<file path="config.mk">
export PLATFORM = sky130hd
export DESIGN_NAME = reminder_alert
export DESIGN_NICKNAME = d
export VERILOG_FILES = /design/src/rtl/reminder_pkg.sv /design/src/rtl/reminder_alert_ack_debounce.sv /design/src/rtl/reminder_alert.sv
export SDC_FILE = /design/constraint.sdc
export NUM_CORES = 1
export LEC_CHECK = 0
export ABC_AREA = 1
export ABC_CLOCK_PERIOD_IN_PS = 3300
export BUFFER_PORTS_ARGS = -buffer_cell sky130_fd_sc_hd__buf_2
export CAP_MARGIN = 20
export CORE_ASPECT_RATIO = 0.9
export CORE_UTILIZATION = 51
export CTS_CLUSTER_SIZE = 20
export DETAILED_ROUTE_END_ITERATION = 8
export PLACE_DENSITY_LB_ADDON = 0.05
export SLEW_MARGIN = 20
export SYNTH_ARGS = -nofsm -noshare
export SYNTH_HDL_FRONTEND = slang
export SYNTH_SLANG_ARGS = --single-unit
</file>
<file path="constraint.sdc">
create_clock -name clk -period 3.3 [get_ports clk]
set_input_delay 0.33 -clock clk [delete_from_list [all_inputs] [get_ports clk]]
set_output_delay 0.33 -clock clk [all_outputs]
set_load 0.02 [all_outputs]
</file>
<file path="src/rtl/reminder_pkg.sv">
// reminder_pkg: types and default timing constants shared by the reminder
// block and the reminder_alert front end.
//   alert_state_t        - alert FSM states
//   *_DEF localparams    - default parameter values for the alert path
package reminder_pkg;

    typedef enum logic [1:0] {
        IDLE,
        BLINK,
        ESCALATE,
        SNOOZE
    } alert_state_t;

    localparam int BLINK_HALF_DEF      = 8;
    localparam int ESCALATE_BLINKS_DEF = 4;
    localparam int SNOOZE_CYCLES_DEF   = 64;
    localparam int DEBOUNCE_CYCLES_DEF = 4;
    localparam int CNT_W_DEF           = 8;

endpackage

</file>
<file path="src/rtl/reminder_alert_ack_debounce.sv">
// ack_debounce: conditions the raw acknowledge pushbutton.
//   clk    in  system clock
//   reset  in  synchronous active-high reset
//   raw    in  asynchronous, bouncy button (active-high)
//   level  out debounced button level
//   pulse  out one-cycle pulse on the 0->1 transition of level
// The debounced level only changes after DEBOUNCE_CYCLES consecutive
// synchronized samples disagree with it; any agreeing sample restarts the
// count. Press-to-pulse latency is 2 + DEBOUNCE_CYCLES cycles.
module ack_debounce
    import reminder_pkg::*;
#(
    parameter int DEBOUNCE_CYCLES = DEBOUNCE_CYCLES_DEF
) (
    input  logic clk,
    input  logic reset,
    input  logic raw,
    output logic level,
    output logic pulse
);

    localparam int W = $clog2(DEBOUNCE_CYCLES + 1);
    localparam logic [W-1:0] CNT_LAST = W'(DEBOUNCE_CYCLES - 1);

    logic         sync1;
    logic         sync2;
    logic [W-1:0] stable_cnt;

    always_ff @(posedge clk) begin
        if (reset) begin
            sync1      <= 1'b0;
            sync2      <= 1'b0;
            level      <= 1'b0;
            pulse      <= 1'b0;
            stable_cnt <= '0;
        end else begin
            sync1 <= raw;
            sync2 <= sync1;
            pulse <= 1'b0;
            if (sync2 != level) begin
                if (stable_cnt == CNT_LAST) begin
                    level      <= sync2;
                    stable_cnt <= '0;
                    // Pulse is registered alongside the level flip, rising only.
                    pulse      <= sync2;
                end else begin
                    stable_cnt <= stable_cnt + W'(1);
                end
            end else begin
                stable_cnt <= '0;
            end
        end
    end

endmodule

</file>
<file path="src/rtl/reminder_alert.sv">
// reminder_alert: turns the reminder request level into a blinking LED that
// escalates to LED plus buzzer if ignored; a debounced acknowledge press
// snoozes the alert for SNOOZE_CYCLES cycles.
//   clk       in  system clock
//   reset     in  synchronous active-high reset
//   remind    in  reminder request level
//   ack_btn   in  raw acknowledge pushbutton
//   led       out alert LED
//   buzzer    out alert buzzer
//   alerting  out high in BLINK or ESCALATE
//   snoozed   out high in SNOOZE
module reminder_alert
    import reminder_pkg::*;
#(
    parameter int DEBOUNCE_CYCLES = DEBOUNCE_CYCLES_DEF,
    parameter int BLINK_HALF      = BLINK_HALF_DEF,
    parameter int ESCALATE_BLINKS = ESCALATE_BLINKS_DEF,
    parameter int SNOOZE_CYCLES   = SNOOZE_CYCLES_DEF,
    parameter int CNT_W           = CNT_W_DEF
) (
    input  logic clk,
    input  logic reset,
    input  logic remind,
    input  logic ack_btn,
    output logic led,
    output logic buzzer,
    output logic alerting,
    output logic snoozed
);

    localparam logic [CNT_W-1:0] PHASE_LAST = CNT_W'(2 * BLINK_HALF - 1);
    localparam logic [CNT_W-1:0] HALF       = CNT_W'(BLINK_HALF);
    localparam logic [CNT_W-1:0] BLINKS     = CNT_W'(ESCALATE_BLINKS);
    localparam logic [CNT_W-1:0] SNZ_INIT   = CNT_W'(SNOOZE_CYCLES - 1);

    logic ack_pulse;
    logic ack_level_unused;

    ack_debounce #(
        .DEBOUNCE_CYCLES(DEBOUNCE_CYCLES)
    ) u_ack (
        .clk   (clk),
        .reset (reset),
        .raw   (ack_btn),
        .level (ack_level_unused),
        .pulse (ack_pulse)
    );

    alert_state_t     state, state_n;
    logic [CNT_W-1:0] phase_cnt, phase_n;
    logic [CNT_W-1:0] blink_cnt, blink_n;
    logic [CNT_W-1:0] snooze_cnt, snooze_n;
    logic             led_n, buzzer_n, alerting_n, snoozed_n;

    always_ff @(posedge clk) begin
        if (reset) begin
            state      <= IDLE;
            phase_cnt  <= '0;
            blink_cnt  <= '0;
            snooze_cnt <= '0;
            led        <= 1'b0;
            buzzer     <= 1'b0;
            alerting   <= 1'b0;
            snoozed    <= 1'b0;
        end else begin
            state      <= state_n;
            phase_cnt  <= phase_n;
            blink_cnt  <= blink_n;
            snooze_cnt <= snooze_n;
            led        <= led_n;
            buzzer     <= buzzer_n;
            alerting   <= alerting_n;
            snoozed    <= snoozed_n;
        end
    end

    always_comb begin
        state_n  = state;
        phase_n  = phase_cnt;
        blink_n  = blink_cnt;
        snooze_n = snooze_cnt;

        unique case (state)
            IDLE: begin
                // An ack press here is deliberately ignored.
                if (remind) begin
                    state_n = BLINK;
                    phase_n = '0;
                    blink_n = '0;
                end
            end
            BLINK, ESCALATE: begin
                if (!remind) begin
                    state_n = IDLE;
                    phase_n = '0;
                    blink_n = '0;
                end else if (ack_pulse) begin
                    state_n  = SNOOZE;
                    phase_n  = '0;
                    blink_n  = '0;
                    snooze_n = SNZ_INIT;
                end else if (phase_cnt == PHASE_LAST) begin
                    // End of an off-phase closes one blink period.
                    phase_n = '0;
                    if (state == BLINK) begin
                        if (blink_cnt + CNT_W'(1) == BLINKS) begin
                            state_n = ESCALATE;
                            blink_n = '0;
                        end else begin
                            blink_n = blink_cnt + CNT_W'(1);
                        end
                    end
                end else begin
                    phase_n = phase_cnt + CNT_W'(1);
                end
            end
            SNOOZE: begin
                if (snooze_cnt == '0) begin
                    state_n = remind ? BLINK : IDLE;
                    phase_n = '0;
                    blink_n = '0;
                end else begin
                    snooze_n = snooze_cnt - CNT_W'(1);
                end
            end
            default: begin
                state_n  = IDLE;
                phase_n  = '0;
                blink_n  = '0;
                snooze_n = '0;
            end
        endcase

        // Outputs are derived from the next state so they register on the
        // same edge as the transition.
        alerting_n = (state_n == BLINK) || (state_n == ESCALATE);
        snoozed_n  = (state_n == SNOOZE);
        led_n      = alerting_n && (phase_n < HALF);
        buzzer_n   = (state_n == ESCALATE) && led_n;
    end

endmodule

</file>
Yosys cells after proc, flatten, opt, wreduce, memory -nomap -nowiden
Cells that the tools add are included.
{ "totals": {"reg_bits": 37, "in_bits": 4, "output_inout_bits": 4, "wordCells": 76} }
{ "op_classes": {"n_addsub": 4, "magnitude_cmp": 1, "eq_ne": 17, "muxes": 27, "bitwise": 2, "reduce_logical": 12} }
{ "ops": {"columns": ["operator", "count"], "rows": [
  ["$mux 8", 15],
  ["$pmux 8 s3", 2],
  ["$add 8x1->8 const B", 2],
  ["$pmux 8 s2", 1],
  ["$mux 2", 7],
  ["$eq 2x2->1 const B", 4],
  ["$eq 8x3->1 const B", 1],
  ["$eq 8x4->1 const B", 1],
  ["$logic_not 8->1", 1],
  ["$lt 8x4->1 const B", 1],
  ["$ne 2x2->1 const B", 4],
  ["$ne 4x3->1 const B", 2],
  ["$reduce_and 4->1", 2],
  ["$sub 8x1->8 const B", 1],
  ["$pmux 2 s3", 1],
  ["$reduce_or 3->1", 2],
  ["$eq 2x1->1 const B", 2],
  ["$add 3x1->3 const B", 1],
  ["$eq 3x2->1 const B", 1],
  ["$logic_and 1x1->1", 2],
  ["$logic_not 2->1", 1],
  ["$ne 2x1->1 const B", 1],
  ["$not 1->1", 2],
  ["$reduce_and 2->1", 1],
  ["other kinds (5)", 5]
]} }

Logic depth before layout (Yosys ltp)
{ "depth": {"ltp_word": 12, "ltp_mapped": 20} }

Modules after synthesis
Synthesis repeated with hierarchy kept, for this count alone.
{ "unflattened": {"hier_cells": 308, "area_unflattened_um2": 2153.3} }
{ "by_module_without_submodules": {"columns": ["module", "n_inst", "cells_each", "area_per_inst_um2", "seq_area_each_um2"], "rows": [
  ["reminder_alert", 1, 281, 1915.6, 600.6],
  ["ack_debounce", 1, 27, 237.7, 140.1]
]} }

Worst setup path before layout
OpenSTA, ideal clock, no wires.
{ "synth_path": {"kind": "register -> register", "start": "reg state[0]", "end": "reg buzzer", "setup_time_ns": 0.063, "arrival_time_ns": 2.045, "required_time_ns": 3.237, "slack_ns": 1.192, "path_stages_with_launch": 16, "n_path_buf": 0, "period_less_slack_ns": 2.108, "cell_sequence": "dfxtp_1 -> inv_1 -> ha_1 -> nand2_2 -> inv_2 -> nand2_2 -> nand2_1 -> o32ai_1 -> nand2_2 -> ha_1 -> inv_1 -> nor2_1 -> nand3_1 -> nor2_2 -> nand3_2 -> nor2_2"} }
{ "synth_via": {"elab_chain_cells": 10} }
{ "synth_rtl": {"columns": ["element", "line_no", "source"], "rows": [
  ["from (decl)", "reminder_alert.sv:49", "alert_state_t state, state_n;"],
  ["from (signal assigned)", "reminder_alert.sv:66", "state <= state_n;"],
  ["$eq 2x1->1 / $mux 2 (equally long branches)", "reminder_alert.sv:83, reminder_alert.sv:105, reminder_alert.sv:106", null],
  ["$mux 2", "reminder_alert.sv:105", "if (state == BLINK) begin"],
  ["$mux 2", "reminder_alert.sv:102", "end else if (phase_cnt == PHASE_LAST) begin"],
  ["$mux 2", "reminder_alert.sv:97", "end else if (ack_pulse) begin"],
  ["$mux 2", "reminder_alert.sv:93", "if (!remind) begin"],
  ["$pmux 2 s3 *", "reminder_alert.sv:83", "unique case (state)"],
  ["named net state_n[0]", "reminder_alert.sv:49", null],
  ["$eq 2x1->1 / $eq 2x2->1 (equally long branches)", "reminder_alert.sv:136", "alerting_n = (state_n == BLINK) || (state_n == ESCALATE);"],
  ["$logic_or 1x1->1 *", "reminder_alert.sv:136", null],
  ["named net alerting_n", "reminder_alert.sv:53", "logic led_n, buzzer_n, alerting_n, snoozed_n;"],
  ["$logic_and 1x1->1 *", "reminder_alert.sv:138", "led_n = alerting_n && (phase_n < HALF);"],
  ["$logic_and 1x1->1 *", "reminder_alert.sv:139", "buzzer_n = (state_n == ESCALATE) && led_n;"],
  ["to (signal assigned)", "reminder_alert.sv:71", "buzzer <= buzzer_n;"],
  ["to (decl)", "reminder_alert.sv:26", "output logic buzzer,"]
]} }
The timed path passes the listed nets; every way through them passes the cells marked *.
A chain may end at the register's enable or synchronous reset.

Final worst setup path
{ "layout_path": {"start": "reg phase_cnt[0]", "end": "reg buzzer"} }
{ "layout_via": {"elab_chain_cells": 9} }
{ "layout_rtl": {"columns": ["element", "line_no", "source"], "rows": [
  ["from (decl)", "reminder_alert.sv:50", "logic [CNT_W-1:0] phase_cnt, phase_n;"],
  ["from (signal assigned)", "reminder_alert.sv:67", "phase_cnt <= phase_n;"],
  ["$eq 8x4->1 *", "reminder_alert.sv:102", null],
  ["$mux 2 *", "reminder_alert.sv:102", null],
  ["$mux 2 *", "reminder_alert.sv:97", null],
  ["$mux 2 *", "reminder_alert.sv:93", null],
  ["$pmux 2 s3 *", "reminder_alert.sv:83", null],
  ["named net state_n[0]", "reminder_alert.sv:49", null],
  ["$eq 2x1->1 / $eq 2x2->1 (equally long branches)", "reminder_alert.sv:136", null],
  ["$logic_or 1x1->1 *", "reminder_alert.sv:136", null],
  ["named net alerting_n", "reminder_alert.sv:53", null],
  ["$logic_and 1x1->1 *", "reminder_alert.sv:138", null],
  ["$logic_and 1x1->1 *", "reminder_alert.sv:139", null]
]} }
Marks and branches as above.

==> impl_metrics.yaml <==
global_routing:
  busiest_layer: "met2"
  gr-usage-met1_pct: 26.4
  grt_overflow: 0
  grt_use_met3_pct: 6.24
  grt_pass1_vias: 1543
  grt_pass1_wl_um: 6780
  antenna_found_initial: 0
  use_met2_pct: 29.0
  grt_usage_pct: 19.6
  grt_max_degree: 29
worst_setup_path:
  crit_path_end_kind: "register"
  r2r-start: "phase_cnt[0]$_SDFFE_PP0P_"
  cp.required_ps: 3530
  r2r_end: "buzzer$_SDFF_PP0_"
  worstSetupStartpointType: "register"
  r2r_cells: 19
  path_max_fanout: 4
  r2r_slack_ps: 930
  crit_type: "register to register"
  crit_arrival_ps: 2600
final_layout:
  drive_gt1_share_pct: 19.5
  n_antenna_cell: 0
  fillers: 385
  area_delta_synth_final_pct: 7.59
  utilization_pct: 59.2
  layout.nets: 318
yosys:
  synth_area_um2: 2130
  synth-seq-cells: 37
  synth_top_area_cell: "dfxtp_1"
  synth-async-reset-ratio_pct: 0
  synth_cells: 292
  synth_edf_count: 0
  synth_top_area_share_pct: 34.8
  synth_common_cells: "nand2_1, dfxtp_1, inv_1"
  synth_nets: 308
  synthDistinctLibCells: 37
  avgSynthCellArea_um2: 7.28
  yosys_warnings: 0
  synth_ff_type: "dfxtp_1"
  seq_area_frac_synth_pct: 34.8
  synthTopCellsByArea: "dfxtp_1, nand2_1, ha_1"
  synth_most_common_cell: "nand2_1"
clock_network:
  cts_tree: "yes"
  cts_resized: 0
  ctsHoldBuffers: 0
  cts_buffer_depth: 2
  clock-sinks: 37
  cts_root_buffer: "clkbuf_8"
  htree_levels: 2
  clkTransAtPathRegs_ps: 80
  cts_setup_buffers: 0
  insertion_delay_ps: 290
  numCtsBuffers: 5
floorplan:
  die_width_um: 70.1
  die_h_um: 63.3
  coreArea_um2: 3860
  rows: 21
  die-area_um2: 4430
  ioPinCount: 8
  start_util_pct: 55.0
detailed_routing:
  drt_wl_total_um: 3850
  drt_iter0_drc: 91
  post-route-drc-count: 0
  via_count: 1751
  vias_per_cell: 5.02
  wl_per_cell_um: 11.0
  drt-pass1-iter-count: 4
  drtAntennaViolNets: 0
sta:
  max_slew_margin_pct: 60.0
  timing.hold.ws_ps: 236
  slew_viol_final: 0
  rsz0062_at_grt: "no"
  finalSetupViolCount: 0
  skew_ps: 4.02
  period_share_pct: 71.7
  worst_pin_slew_ps: 600
  fin_setup_tns_ps: 0
  min_period_ps: 2370
  final_hold_viol_count: 0
  max_freq_ghz: 0.423
power_and_ir_drop:
  cell_internal_pwr_mw: 0.643
  power_density_nw_per_um2: 392
  p_sw_share_pct: 28.4
  p_clk_share_pct: 35.7
  vdd_ir_drop_max_uv: 301
  p_leak_nw: 0.940
  seqPwrFrac_pct: 52.1
  power_frac_comb_pct: 12.2
  power.switching_mw: 0.254
worst_hold_path:
  hold_path_class: "primary input to register"
  min_path_cells: 3
  whs_endpoint: "u_ack.sync1$_SDFF_PP0_"
  hp-start: "ack_btn"
placed_design:
  gp_congestion: 0.837
  dpl.hpwl_um: 2890
  numPortBuffers: 7
run:
  cap_violations: 0
status:
  status: "finished clean"
-- worst max-delay path by stage --
stage | startpoint | endpoint | slack (ps) | cells after the start
floorplan | state[0]$_SDFF_PP0_ | buzzer$_SDFF_PP0_ | 1190 | 15
global placement | phase_cnt[0]$_SDFFE_PP0P_ | buzzer$_SDFF_PP0_ | 960 | 19
detailed placement | phase_cnt[0]$_SDFFE_PP0P_ | buzzer$_SDFF_PP0_ | 940 | 19
CTS | phase_cnt[0]$_SDFFE_PP0P_ | buzzer$_SDFF_PP0_ | 910 | 19
global route | phase_cnt[0]$_SDFFE_PP0P_ | buzzer$_SDFF_PP0_ | 650 | 19
finish | phase_cnt[0]$_SDFFE_PP0P_ | buzzer$_SDFF_PP0_ | 930 | 19
-- layer usage --
metal,part of all wire (%),up-vias,routed length [um]
met2,43,17,1650
met1,53,761,2060
met4,1.3,0,50
met3,2.4,4,91
met5,0,-,0
li1,-,969,-
-- layout make-up --
| cell class | count | area [um2] | area share [%] |
|---|---|---|---|
| Multi-Input combinational cell | 207 | 1190 | 52.1 |
| Clock inverter | 3 | 22.5 | 0.985 |
| Sequential cell | 37 | 741 | 32.4 |
| Tap cell | 46 | 57.6 | 2.52 |
| Inverter | 44 | 170 | 7.44 |
| Clock buffer | 5 | 68.8 | 3.01 |
| Timing Repair Buffer | 7 | 35.0 | 1.53 |
-- power groups by stage --
stage          Combinational (mW)  Clock (mW)  Sequential (mW)
2_1_floorplan              0.0875           0            0.480
3_3_place_gp                0.109           0            0.478
3_5_place_dp                0.110           0            0.478
6_report                    0.110       0.320            0.467
5_1_grt                     0.124       0.359            0.470
4_1_cts                     0.110       0.337            0.467
-- state kept, by name, summed over array words and instances (netlist names), 2 cells and up --
signal	cells
blink_cnt	8
state	2
phase_cnt	8
u_ack.stable_cnt	3
snooze_cnt	8
-- through the flow --
stage               setup slack [ps]  cell area, um2  cells  power, mW
finish                           934            2290    349      0.897
global route                     647            2290    349      0.953
CTS                              910            2290    349      0.914
detailed placement               944            2200    341      0.588
global placement                 962            2200    341      0.587
floorplan                       1190            2130    292      0.567
-- critical path: stages (launching register included) --
cell     delay, ps
dfxtp_1        380
ha_1           190
nand2_1        110
nor2_2         100
inv_2           50
nor2_4         140
inv_2           60
nor2_1          90
nand3_1        120
nand2_1         80
nand2_1         50
nand2_1         60
nand2_2         60
ha_1           280
inv_1           30
nor2_1         100
nand3_1        120
nor2_2         100
nand3_2        100
nor2_2          90
-- logic make-up (layout without fill, tap and decap cells) --
group	Yosys count	count (layout)	share of synthesized area, %
compound gates	53	53	16.1
flops	37	37	34.8
simple gates	140	140	32.1
buf+inv	48	59	9.06
fa+ha+maj	12	12	7.06
xor+xnor	2	2	0.824
-- cell usage in the layout (no fill, tap or decap), types with 2 or more instances in the layout --
cell / n
nand2_4: 3
a21oi_1: 26
nor2_1: 30
clkbuf_8: 5
ha_1: 12
a211oi_2: 5
nor2_4: 2
nor2_2: 5
o21ai_1: 4
clkinv_4: 3
nand2_2: 6
a31oi_1: 2
a211oi_1: 2
o31ai_1: 2
nor3_1: 3
nand4_1: 2
nand3_1: 19
inv_1: 32
buf_2: 7
nand2_1: 62
inv_2: 11
o21ai_2: 3
dfxtp_1: 37
nand3_2: 2
o21ai_0: 4
xor2_1: 2
Note: power is estimated with default switching activity, not from simulation.
